===== src/rtl/alu_operand_stage_if.sv =====
// Handshake and write-back bundle between the decoder, alu_operand_stage and the 8-bit ALU.
// The slave modport is the operand stage; master is whoever drives instructions and write-backs.
interface alu_operand_stage_if;
    logic       in_valid;
    logic       in_ready;
    logic [2:0] in_op;
    logic [2:0] in_ra;
    logic [2:0] in_rb;
    logic [2:0] in_rd;
    logic       in_we;
    logic       in_use_imm;
    logic [7:0] in_imm;
    logic       in_sl;
    logic [2:0] in_simm;
    logic       out_valid;
    logic       out_ready;
    logic [2:0] out_op;
    logic [7:0] out_a;
    logic [7:0] out_b;
    logic       out_sl;
    logic [2:0] out_simm;
    logic [2:0] out_rd;
    logic       out_we;
    logic       wb_en;
    logic [2:0] wb_rd;
    logic [7:0] wb_r;
    logic       wb_flags_en;
    logic [3:0] wb_flags;
    logic [3:0] flags;

    modport slave (
        input  in_valid, in_op, in_ra, in_rb, in_rd, in_we, in_use_imm, in_imm, in_sl, in_simm,
        input  out_ready, wb_en, wb_rd, wb_r, wb_flags_en, wb_flags,
        output in_ready, out_valid, out_op, out_a, out_b, out_sl, out_simm, out_rd, out_we, flags
    );

    modport master (
        output in_valid, in_op, in_ra, in_rb, in_rd, in_we, in_use_imm, in_imm, in_sl, in_simm,
        output out_ready, wb_en, wb_rd, wb_r, wb_flags_en, wb_flags,
        input  in_ready, out_valid, out_op, out_a, out_b, out_sl, out_simm, out_rd, out_we, flags
    );
endinterface


===== src/rtl/alu_operand_stage.sv =====
// Operand-fetch stage ahead of the 8-bit ALU: register file, flags, busy scoreboard, one-entry output buffer.
// Optional feature: define ALU_OPERAND_ZERO_REG_EN to hard-wire r0 to zero.
module alu_operand_stage (
    input  logic               clk,
    input  logic               reset,
    alu_operand_stage_if.slave bus
);
    typedef enum logic [0:0] {ST_EMPTY = 1'b0, ST_FULL = 1'b1} state_e;

    state_e     state_q;
    logic [7:0] regs_q [8];
    logic [7:0] busy_q;
    logic [7:0] busy_d;
    logic [3:0] flags_q;
    logic [2:0] op_q;
    logic [7:0] a_q;
    logic [7:0] b_q;
    logic       sl_q;
    logic [2:0] simm_q;
    logic [2:0] rd_q;
    logic       we_q;

    logic [7:0] wb_clr_s;
    logic [7:0] set_s;
    logic [7:0] busy_eff_s;
    logic       hazard_s;
    logic       in_ready_s;
    logic       accept_s;
    logic [7:0] opnd_a_s;
    logic [7:0] opnd_b_s;

    // Same-cycle write-back wins over the stored value, so a stalled consumer can issue the cycle its producer retires.
    function automatic logic [7:0] read_operand(input logic [2:0] idx, input logic [7:0] rf_val,
                                                input logic wb_en, input logic [2:0] wb_rd,
                                                input logic [7:0] wb_r);
        logic [7:0] val;
        if (wb_en && (wb_rd == idx)) val = wb_r;
        else                         val = rf_val;
`ifdef ALU_OPERAND_ZERO_REG_EN
        if (idx == 3'd0) val = 8'h00;
        else             val = val;
`endif
        return val;
    endfunction

    // Hazard detection, handshake and scoreboard next-state.
    always_comb begin
        wb_clr_s = 8'h00;
        set_s    = 8'h00;
        if (bus.wb_en) wb_clr_s[bus.wb_rd] = 1'b1;
        else           wb_clr_s = 8'h00;
        busy_eff_s = busy_q & ~wb_clr_s;
        hazard_s   = busy_eff_s[bus.in_ra] | (~bus.in_use_imm & busy_eff_s[bus.in_rb]);
        in_ready_s = ((state_q == ST_EMPTY) | bus.out_ready) & ~hazard_s;
        accept_s   = bus.in_valid & in_ready_s;
        if (accept_s && bus.in_we) set_s[bus.in_rd] = 1'b1;
        else                       set_s = 8'h00;
`ifdef ALU_OPERAND_ZERO_REG_EN
        set_s[0] = 1'b0;
`endif
        busy_d   = busy_eff_s | set_s;
        opnd_a_s = read_operand(bus.in_ra, regs_q[bus.in_ra], bus.wb_en, bus.wb_rd, bus.wb_r);
        if (bus.in_use_imm) opnd_b_s = bus.in_imm;
        else                opnd_b_s = read_operand(bus.in_rb, regs_q[bus.in_rb], bus.wb_en, bus.wb_rd, bus.wb_r);
    end

    // Register file, flags and scoreboard state.
    always_ff @(posedge clk or posedge reset) begin
        if (reset) begin
            for (int i = 0; i < 8; i++) regs_q[i] <= 8'h00;
            flags_q <= 4'h0;
            busy_q  <= 8'h00;
        end else begin
`ifdef ALU_OPERAND_ZERO_REG_EN
            if (bus.wb_en && (bus.wb_rd != 3'd0)) regs_q[bus.wb_rd] <= bus.wb_r;
`else
            if (bus.wb_en) regs_q[bus.wb_rd] <= bus.wb_r;
`endif
            if (bus.wb_flags_en) flags_q <= bus.wb_flags;
            busy_q <= busy_d;
        end
    end

    // Output buffer FSM; the bundle is only loaded on accept, so it stays frozen while FULL.
    always_ff @(posedge clk or posedge reset) begin
        if (reset) begin
            state_q <= ST_EMPTY;
            op_q    <= 3'd0;
            a_q     <= 8'h00;
            b_q     <= 8'h00;
            sl_q    <= 1'b0;
            simm_q  <= 3'd0;
            rd_q    <= 3'd0;
            we_q    <= 1'b0;
        end else begin
            if (accept_s) begin
                op_q   <= bus.in_op;
                a_q    <= opnd_a_s;
                b_q    <= opnd_b_s;
                sl_q   <= bus.in_sl;
                simm_q <= bus.in_simm;
                rd_q   <= bus.in_rd;
                we_q   <= bus.in_we;
            end
            case (state_q)
                ST_EMPTY: begin
                    if (accept_s) state_q <= ST_FULL;
                    else          state_q <= ST_EMPTY;
                end
                ST_FULL: begin
                    if (!accept_s && bus.out_ready) state_q <= ST_EMPTY;
                    else                            state_q <= ST_FULL;
                end
                default: state_q <= ST_EMPTY;
            endcase
        end
    end

    assign bus.in_ready  = in_ready_s;
    assign bus.out_valid = (state_q == ST_FULL);
    assign bus.out_op    = op_q;
    assign bus.out_a     = a_q;
    assign bus.out_b     = b_q;
    assign bus.out_sl    = sl_q;
    assign bus.out_simm  = simm_q;
    assign bus.out_rd    = rd_q;
    assign bus.out_we    = we_q;
    assign bus.flags     = flags_q;
endmodule


===== src/flat_wrapper.sv =====
// flat-port wrapper written by rule: the top's interface ports become plain ports
module alu_operand_stage_flat 
  (clk, reset, bus_in_valid, bus_in_op, bus_in_ra, bus_in_rb, bus_in_rd, bus_in_we, bus_in_use_imm, bus_in_imm, bus_in_sl, bus_in_simm, bus_out_ready, bus_wb_en, bus_wb_rd, bus_wb_r, bus_wb_flags_en, bus_wb_flags, bus_in_ready, bus_out_valid, bus_out_op, bus_out_a, bus_out_b, bus_out_sl, bus_out_simm, bus_out_rd, bus_out_we, bus_flags);
  alu_operand_stage_if bus_i ();
  input  logic clk;
  input  logic reset;
  input wire logic [$bits(bus_i.in_valid)-1:0] bus_in_valid;
  input wire logic [$bits(bus_i.in_op)-1:0] bus_in_op;
  input wire logic [$bits(bus_i.in_ra)-1:0] bus_in_ra;
  input wire logic [$bits(bus_i.in_rb)-1:0] bus_in_rb;
  input wire logic [$bits(bus_i.in_rd)-1:0] bus_in_rd;
  input wire logic [$bits(bus_i.in_we)-1:0] bus_in_we;
  input wire logic [$bits(bus_i.in_use_imm)-1:0] bus_in_use_imm;
  input wire logic [$bits(bus_i.in_imm)-1:0] bus_in_imm;
  input wire logic [$bits(bus_i.in_sl)-1:0] bus_in_sl;
  input wire logic [$bits(bus_i.in_simm)-1:0] bus_in_simm;
  input wire logic [$bits(bus_i.out_ready)-1:0] bus_out_ready;
  input wire logic [$bits(bus_i.wb_en)-1:0] bus_wb_en;
  input wire logic [$bits(bus_i.wb_rd)-1:0] bus_wb_rd;
  input wire logic [$bits(bus_i.wb_r)-1:0] bus_wb_r;
  input wire logic [$bits(bus_i.wb_flags_en)-1:0] bus_wb_flags_en;
  input wire logic [$bits(bus_i.wb_flags)-1:0] bus_wb_flags;
  output wire logic [$bits(bus_i.in_ready)-1:0] bus_in_ready;
  output wire logic [$bits(bus_i.out_valid)-1:0] bus_out_valid;
  output wire logic [$bits(bus_i.out_op)-1:0] bus_out_op;
  output wire logic [$bits(bus_i.out_a)-1:0] bus_out_a;
  output wire logic [$bits(bus_i.out_b)-1:0] bus_out_b;
  output wire logic [$bits(bus_i.out_sl)-1:0] bus_out_sl;
  output wire logic [$bits(bus_i.out_simm)-1:0] bus_out_simm;
  output wire logic [$bits(bus_i.out_rd)-1:0] bus_out_rd;
  output wire logic [$bits(bus_i.out_we)-1:0] bus_out_we;
  output wire logic [$bits(bus_i.flags)-1:0] bus_flags;
  assign bus_i.in_valid = bus_in_valid;
  assign bus_i.in_op = bus_in_op;
  assign bus_i.in_ra = bus_in_ra;
  assign bus_i.in_rb = bus_in_rb;
  assign bus_i.in_rd = bus_in_rd;
  assign bus_i.in_we = bus_in_we;
  assign bus_i.in_use_imm = bus_in_use_imm;
  assign bus_i.in_imm = bus_in_imm;
  assign bus_i.in_sl = bus_in_sl;
  assign bus_i.in_simm = bus_in_simm;
  assign bus_i.out_ready = bus_out_ready;
  assign bus_i.wb_en = bus_wb_en;
  assign bus_i.wb_rd = bus_wb_rd;
  assign bus_i.wb_r = bus_wb_r;
  assign bus_i.wb_flags_en = bus_wb_flags_en;
  assign bus_i.wb_flags = bus_wb_flags;
  assign bus_in_ready = bus_i.in_ready;
  assign bus_out_valid = bus_i.out_valid;
  assign bus_out_op = bus_i.out_op;
  assign bus_out_a = bus_i.out_a;
  assign bus_out_b = bus_i.out_b;
  assign bus_out_sl = bus_i.out_sl;
  assign bus_out_simm = bus_i.out_simm;
  assign bus_out_rd = bus_i.out_rd;
  assign bus_out_we = bus_i.out_we;
  assign bus_flags = bus_i.flags;
  alu_operand_stage u_core (.clk(clk), .reset(reset), .bus(bus_i));
endmodule

===== config.mk =====
export PLATFORM = sky130hd
export DESIGN_NAME = alu_operand_stage_flat
export DESIGN_NICKNAME = d
export VERILOG_FILES = /design/src/rtl/alu_operand_stage_if.sv /design/src/rtl/alu_operand_stage.sv /design/src/flat_wrapper.sv
export SDC_FILE = /design/constraint.sdc
export NUM_CORES = 1
export LEC_CHECK = 0
export ABC_AREA = 1
export CORE_ASPECT_RATIO = 0.6
export CORE_UTILIZATION = 50
export DETAILED_ROUTE_END_ITERATION = 10
export PLACE_DENSITY = 0.71
export SLEW_MARGIN = 25
export SYNTH_ARGS = -nofsm -noshare
export SYNTH_HDL_FRONTEND = slang
export SYNTH_SLANG_ARGS = --single-unit

===== constraint.sdc =====
create_clock -name clk -period 7.03 [get_ports clk]
set_input_delay 1.0545 -clock clk [delete_from_list [all_inputs] [get_ports clk]]
set_output_delay 1.0545 -clock clk [all_outputs]
set_load 0.005 [all_outputs]

# ---- Word level (Yosys, flattened, before mapping)
# Cells that the tools add are included.
dict set report classes {
  n_lt_le_gt_ge 10
  eq_ne 2
  n_mux 25
  bitwise 14
  reduce_logical 8
}
# op n
set ops {}
lappend ops {{2-to-1 mux 8 bit} 10}
lappend ops {{bitwise mux 64 bit} 1}
lappend ops {{binary-select mux 8 bit (select 3 bit)} 2}
lappend ops {{demux 8 bit (select 3 bit)} 1}
lappend ops {{less-than comparator 3 x 4 -> 1 bit, second input constant} 4}
lappend ops {{greater-or-equal comparator 4 bit, second input constant} 3}
lappend ops {{NOT 3 -> 4 bit} 3}
lappend ops {{AND 8 bit} 1}
lappend ops {{NOT 8 bit} 1}
lappend ops {{bitwise OR 8 bit} 1}
lappend ops {{logical AND 1 bit} 7}
lappend ops {{binary-select mux 1 bit (select 3 bit)} 2}
lappend ops {{demux 1 bit (select 3 bit)} 2}
lappend ops {{equality test 3 bit} 2}
lappend ops {{greater-or-equal comparator 3 x 1 -> 1 bit, second input constant} 2}
lappend ops {{2-to-1 mux 1 bit} 6}
lappend ops {{less-than comparator 4 x 1 -> 1 bit, second input constant} 1}
lappend ops {{AND 1 bit} 3}
lappend ops {{NOT 1 bit} 3}
lappend ops {{bitwise OR 1 bit} 2}
lappend ops {{one-hot mux 1 bit (2 select lines)} 1}
lappend ops {{logical NOT 1 bit} 1}
dict set report word_totals {
  reg_bits 104
  output_inout_bits 33
  word_cells 77
}

# ---- Depth between registers and ports, before layout
# Gate-level depths: netlist of the first run.
dict set report depth {
  depth_word 18
  depth_mapped 14
}

# ---- Least setup slack after synthesis of the first run
# No wires, ideal clock.
dict set report synth_path {
  path_kind {in2out}
  from {input bus_wb_rd[1]}
  to {output bus_in_ready}
  arrival_ns 2.039
  required_time_ns 5.975
  path_slack_ns 3.937
  stages 10
  path_cell_list {buf_4 -> nor2_1 -> nand2_2 -> nand3_1 -> nand3_1 -> nand3_1 -> nand2_1 -> nor2_2 -> nand2_2 -> inv_1}
}
dict set report synth_between {
  elab_chain_cells 13
}
# element line_no
set synth_lines {}
lappend synth_lines {{start, declared} flat_wrapper.sv:19} ;# input wire logic [$bits(bus_i.wb_rd)-1:0] bus_wb_rd;
lappend synth_lines {{less-than comparator 3 x 4 -> 1 bit (not written as such) / greater-or-equal comparator 3 x 1 -> 1 bit (equally long branches)} alu_operand_stage.sv:50} ;# if (bus.wb_en) wb_clr_s[bus.wb_rd] = 1'b1;
lappend synth_lines {{logical AND 1 bit (not written as such)} alu_operand_stage.sv:50}
lappend synth_lines {{2-to-1 mux 1 bit (not written as such)} alu_operand_stage.sv:50}
lappend synth_lines {{demux 1 bit (select 3 bit) (*)} n/a}
lappend synth_lines {{2-to-1 mux 8 bit (*)} alu_operand_stage.sv:50}
lappend synth_lines {{NOT 8 bit (*)} alu_operand_stage.sv:52} ;# busy_eff_s = busy_q & ~wb_clr_s;
lappend synth_lines {{AND 8 bit (*)} alu_operand_stage.sv:52}
lappend synth_lines {{binary-select mux 1 bit (select 3 bit)} alu_operand_stage.sv:53} ;# hazard_s = busy_eff_s[bus.in_ra] | (~bus.in_use_imm & busy_eff_s[bus.in_rb]);
lappend synth_lines {{2-to-1 mux 1 bit (not written as such)} alu_operand_stage.sv:53}
lappend synth_lines {{AND 1 bit} alu_operand_stage.sv:53}
lappend synth_lines {{bitwise OR 1 bit (*)} alu_operand_stage.sv:53}
lappend synth_lines {{NOT 1 bit (*)} alu_operand_stage.sv:54} ;# in_ready_s = ((state_q == ST_EMPTY) | bus.out_ready) & ~hazard_s;
lappend synth_lines {{AND 1 bit (*)} alu_operand_stage.sv:54}
lappend synth_lines {{end, declared} flat_wrapper.sv:23} ;# output wire logic [$bits(bus_i.in_ready)-1:0] bus_in_ready;
# Mark *: on every way between the ends. The rest lies on a longest branch, timed or not. The select of a mux whose other input is x is not followed.

# ---- Final worst setup path of the first run
dict set report layout_path {
  from {input bus_in_ra[0]}
  to {output bus_in_ready}
}
dict set report layout_between {
  elab_chain_cells 5
}
# element line_no
set layout_lines {}
lappend layout_lines {{start, declared} flat_wrapper.sv:9} ;# input wire logic [$bits(bus_i.in_ra)-1:0] bus_in_ra;
lappend layout_lines {{binary-select mux 1 bit (select 3 bit)} alu_operand_stage.sv:53}
lappend layout_lines {{2-to-1 mux 1 bit (not written as such)} alu_operand_stage.sv:53}
lappend layout_lines {{bitwise OR 1 bit} alu_operand_stage.sv:53}
lappend layout_lines {{NOT 1 bit} alu_operand_stage.sv:54}
lappend layout_lines {{AND 1 bit} alu_operand_stage.sv:54}
# Every way passes these cells. The select of a mux whose other input is x is not followed.

==> run_results.csv, run 1 <==
group,metric,value,unit
run,maxCapViolCount,0,
critical_path,r2r_start,"u_core.busy_q[0]",
finish,final_area,6516,um^2
route,drtIter0Drc,559,
global_routing,grt_overflow_total,0,
timing,slew_viol_final,0,
floorplan,core,10190,um^2
power_and_ir_drop,irDropWorstVdd,140.1,uV
timing,hold_viol_final,0,
finish,diodes,0,
route,first_pass_iters,5,
critical_path,crit_arrival,3.76,ns
critical_path,worstSetupStartpointType,"input pin",
route,drc,0,
critical_path,startpoint,"bus_in_ra[0]",
critical_path,worstPathRequired,5.98,ns
yosys,synth_cell_types,25,
timing,min_period_over_period,68.46,%
floorplan,pin_count,80,
power_and_ir_drop,power_density,267.8,nW/um^2
worst_hold_path,min-delay-start,"u_core.bus.out_simm[1]",
cts,clk_path_buf_depth,2,
place,gp_congestion,0.9073,
cts,root_buffer,"clkbuf_16",
cts,cts_tree,"yes",
place,hpwl,11720,um
timing,rsz0062_at_grt,"no",
global_routing,grt_pass1_vias,4976,
yosys,yosysTopAreaCellShare,48.14,%
cts,postCtsResizedCells,0,
cts,cts_sinks,104,
timing,fin_ws,2.217,ns
yosys,ys_warn_count,0,
yosys,avgSynthCellArea,7.540,um^2
power_and_ir_drop,p_leak,2.999,nW
cts,clkSlewWorstSetupHoldPaths,0.07,ns
route,wl,16940,um
global_routing,grt_max_degree,54,
finish,nNetsFinal,820,
finish,syn2layout_area_growth,20.53,%
route,routed_via_density,5.840,
place,port_buffers,79,
critical_path,critPathKind,"input pin to primary output",
route,wl_per_cell,18.55,um
cts,cts_setup_buffers,0,
global_routing,grt_antenna_before_repair,0,
cts,cts_hold_buffers,0,
worst_hold_path,hold_path.class,"register to register",
timing,setup_viol,0,
yosys,syn_area,5406,um^2
global_routing,grt.total_usage,31.74,%
yosys,synth_top_area_cell,"dfrtp_1",
floorplan,fp.dieH,82.55,um
place,dpl_cell_area,6226,um^2
yosys,ys_ff_latch,104,
cts,htreeDepth,3,
route,ant_nets,0,
floorplan,die_x,136.2,um
yosys,synthesis.nets,764,
timing,skew,0.006588,ns
critical_path,end_kind,"primary output",
route,vias,5332,
yosys,synth_area_leaders,"dfrtp_1 48%, o21ai_0 16%, nand2_1 13%",
timing,tightestPinTransition,0.7838,ns
critical_path,worst-path-max-fanout,51,
floorplan,start_util,53.03,%
yosys,seq_area_frac_synth,48.14,%
finish,layout_common_cells,"193 x nand2_1, 174 x o21ai_0, 104 x dfrtp_1, 79 x clkdlybuf4s50_1, 55 x nor2_1",
finish,layout-drive-gt1-share,5.527,%
timing,period_minus_slack,4.813,ns
place,place_ws,2.301,ns
timing,max_slew_margin,47.69,%
global_routing,grt_pass1_wl,26460,um
timing,max_freq,0.2078,GHz
cts,clk_latency,0.35,ns
yosys,syn-instance-count,717,
floorplan,row_count,28,
finish,final_common_cell,"nand2_1",
floorplan,dieArea,11250,um^2
run_status,status,"finished, final reports clean",
cts,cts_made_buffers,9,
timing,tns,0,ns
## cells by family after synthesis
logic type	after synthesis	share of synthesized area, %
compound gates	229	22.24
xor+xnor	1	0.1620
buf+inv	83	6.457
flops	104	48.14
mux	4	0.8331
simple gates	296	22.17
## path summary, 6_finish.rpt
path	to	slack [ns]	cells after the start
min in group asynchronous	u_core.regs_q[50]	1.15	2
min reg2reg	u_core.bus.out_simm[1]	0.48	2
max reg2reg	u_core.busy_q[4]	5.04	9
min	u_core.bus.out_simm[1]	0.48	2
max in group asynchronous	u_core.busy_q[0]	4.75	3
max	bus_in_ready	2.22	11
## worst max-delay path, cell delays in order
cell and delay [ns]:
clkdlybuf4s50_1 0.48, buf_4 0.42, inv_1 0.49, nand3_1 0.22, nand3_1 0.09, nand3_1 0.09
nand2_1 0.08, nor2_2 0.13, nand2_2 0.10, inv_1 0.07, clkdlybuf4s50_1 0.51
## through the flow
step / util, % / hold slack [ns] / power [mW] / std cells
floorplan: - / 0.4530 / 1.034 / 717
global placement: 61.07 / 0.4609 / 1.239 / 897
detailed placement: 61.07 / 0.4668 / 1.254 / 897
CTS: 63.92 / 0.4854 / 1.745 / 913
global route: 63.92 / 0.5000 / 1.844 / 913
finish: 63.92 / 0.4776 / 1.745 / 913
## flip-flops by register name, summed over array words and instances (netlist names)
name / cells
u_core.bus.out_rd: 3
u_core.bus.out_we: 1
u_core.regs_q: 64
u_core.bus.flags: 4
u_core.bus.out_simm: 3
u_core.bus.out_a: 8
u_core.bus.out_sl: 1
u_core.bus.out_b: 8
u_core.bus.out_op: 3
u_core.bus.out_valid: 1
u_core.busy_q: 8
## synth_stat cells, drive strengths merged
cell type,number
nand2,202
buf,9
a31oi,1
nor3,4
a21oi,27
o211ai,16
nor2,60
clkinv,2
inv,41
a221oi,1
dfrtp,104
nand3,30
mux2,4
clkbuf,31
o22ai,9
xor2,1
o21ai,175
## per-layer routing
metal / GRT usage [%] / share of wire, % / up-vias
met1: 44.12 / 46 / 2535
li1: - / - / 2492
met5: 0 / 0 / -
met3: 8.669 / 9.4 / 40
met2: 48.02 / 42 / 265
met4: 10.33 / 2.3 / 0
## power breakdown
group / internal [mW] / switching (mW)
Combinational: 0.206 / 0.233
Clock: 0.256 / 0.238
Sequential: 0.723 / 0.0887
## layout make-up
type,instances,area (um^2)
Fill cell,887,3679
Timing Repair Buffer,85,835.8
Tap cell,135,168.9
Multi-Input combinational cell,530,2455
Clock inverter,6,51.30
Inverter,43,163.9
Clock buffer,10,239.0
Sequential cell,104,2603
Power figures use the tool's default switching activity.
==> run 2: changes to the inputs <==
==> constraint.sdc (replaced) <==
create_clock -name clk -period 4.5 [get_ports clk]
set_input_delay 0.675 -clock clk [delete_from_list [all_inputs] [get_ports clk]]
set_output_delay 0.675 -clock clk [all_outputs]
set_load 0.005 [all_outputs]
==> run 2 against run 1 <==
  * Cell count rose by 1.3%
  * Count of clock-buffer cells in the layout fell by 1
  * Sequential share of layout area fell by 0.66 points
  * Sequential power rose by 55%
  * Worst hold slack improved by 0.0063 ns
  * Setup slack got worse by 1.4 ns
  * Die area did not move
  * Flip-flop and latch count did not move
  * Largest cell class unchanged
==> run_results.csv, run 2 (synthesized netlist as in run 1, its figures left out) <==
group,metric,value,unit
power_and_ir_drop,irDropWorstVdd,220.4,uV
place,port_buffers,79,
finish,regMostFlops,"u_core.regs_q",
run,maxCapViolCount,0,
place,dpl_cell_area,6316,um^2
floorplan,die_x,136.2,um
finish,layout_common_cells,"193 x nand2_1, 174 x o21ai_0, 104 x dfrtp_1, 79 x clkdlybuf4s50_1, 55 x nor2_1",
run_status,status,"finished, final reports clean",
cts,cts_hold_buffers,0,
finish,nNetsFinal,832,
place,gp_congestion,0.9378,
floorplan,fp.dieH,82.55,um
floorplan,dieArea,11250,um^2
critical_path,reg2reg_depth,9,
timing,max_slew_margin,52.42,%
cts,cts_setup_buffers,0,
cts,cts_sinks,104,
place,hpwl,11620,um
timing,hold_viol_final,0,
cts,clk_path_buf_depth,2,
timing,setup_viol,0,
cts,clkSlewWorstSetupHoldPaths,0.07,ns
timing,tns,0,ns
route,vias,5355,
finish,syn2layout_area_growth,22.56,%
finish,final_area,6626,um^2
floorplan,row_count,28,
power_and_ir_drop,p_total,2.773,mW
place,place_ws,0.8825,ns
worst_hold_path,hold_path.class,"register to register",
route,wl,16580,um
finish,layout-drive-gt1-share,6.962,%
timing,fin_ws,0.8472,ns
timing,rsz0062_at_grt,"no",
global_routing,grt_pass1_vias,5134,
cts,clk_latency,0.35,ns
timing,slew_viol_final,0,
power_and_ir_drop,p_leak,3.068,nW
timing,tightestPinTransition,0.7136,ns
floorplan,core,10190,um^2
critical_path,end_kind,"primary output",
timing,holdWs,0.4838,ns
finish,fin_util,65.00,%
critical_path,worstPathRequired,3.83,ns
floorplan,pin_count,80,
critical_path,critPathKind,"input pin to primary output",
global_routing,grt_pass1_wl,26330,um
cts,cts_made_buffers,9,
route,routed_via_density,5.789,
global_routing,grt.total_usage,31.30,%
timing,max_freq,0.2738,GHz
critical_path,worst-path-max-fanout,19,
route,drc,0,
finish,final_common_cell,"nand2_1",
floorplan,start_util,53.03,%
route,wl_per_cell,17.93,um
worst_hold_path,hold_depth,2,
route,ant_nets,0,
finish,largest_reg_flops,64,
power_and_ir_drop,power_density,418.4,nW/um^2
cts,htreeDepth,3,
timing,min_period_over_period,81.17,%
global_routing,grt_overflow_total,0,
timing,period_minus_slack,3.653,ns
route,first_pass_iters,5,
cts,cts_tree,"yes",
cts,root_buffer,"clkbuf_16",
cts,postCtsResizedCells,0,
critical_path,crit_arrival,2.98,ns
finish,final_cells,925,
critical_path,worstSetupStartpointType,"input pin",
place,placed_cells,909,
timing,skew,0.005869,ns
finish,diodes,0,
route,drtIter0Drc,480,
global_routing,grt_antenna_before_repair,0,
global_routing,grt_max_degree,58,
-- run 2: changes by cell type in the layout (fill, tap and decap cells not counted) --
cell	before	now
buf_4	6	18
inv_6	1	4
clkinvlp_4	2	0
bufinv_16	0	1
clkbuf_8	1	0
clkinv_2	1	0
clkinv_4	0	1
inv_8	2	1
-- run 2: layer usage --
metal	part of all wire [%]	track usage, %
met5	0	0
met2	45	49.85
met4	1.2	10.11
met3	9.1	7.631
met1	44	42.25
-- run 2: area by class of cell --
cell class / count / area [um^2]
Tap cell: 135 / 168.9
Fill cell: 849 / 3568
Inverter: 43 / 163.9
Timing Repair Buffer: 97 / 925.9
Clock buffer: 9 / 225.2
Multi-Input combinational cell: 530 / 2455
Clock inverter: 7 / 85.08
Sequential cell: 104 / 2603
-- run 2: critical path, cell delays in order --
cell and delay [ns]:
clkdlybuf4s50_1 0.59, nor2_1 0.29, nand2_2 0.27, nand3_1 0.16, nand3_1 0.08, nand3_1 0.08, nand2_1 0.06, nor2_2 0.12
nand2_2 0.09, inv_1 0.06, clkdlybuf4s50_1 0.50
-- run 2: worst paths after layout --
| path | start | to | slack [ns] |
|---|---|---|---|
| max | bus_wb_rd[1] | bus_in_ready | 0.85 |
| min | u_core.bus.out_op[1] | u_core.bus.out_op[1] | 0.48 |
| max reg2reg | u_core.busy_q[1] | u_core.busy_q[4] | 2.67 |
| min reg2reg | u_core.bus.out_op[1] | u_core.bus.out_op[1] | 0.48 |
| max in group asynchronous | reset | u_core.regs_q[40] | 2.86 |
| min in group asynchronous | reset | u_core.regs_q[19] | 0.80 |
-- run 2: power by group --
group          leakage (nW)  total [mW]  switching (mW)  internal [mW]
Sequential             1.31        1.26           0.132           1.13
Combinational          1.61       0.684           0.356          0.328
Clock                 0.153       0.828           0.383          0.445
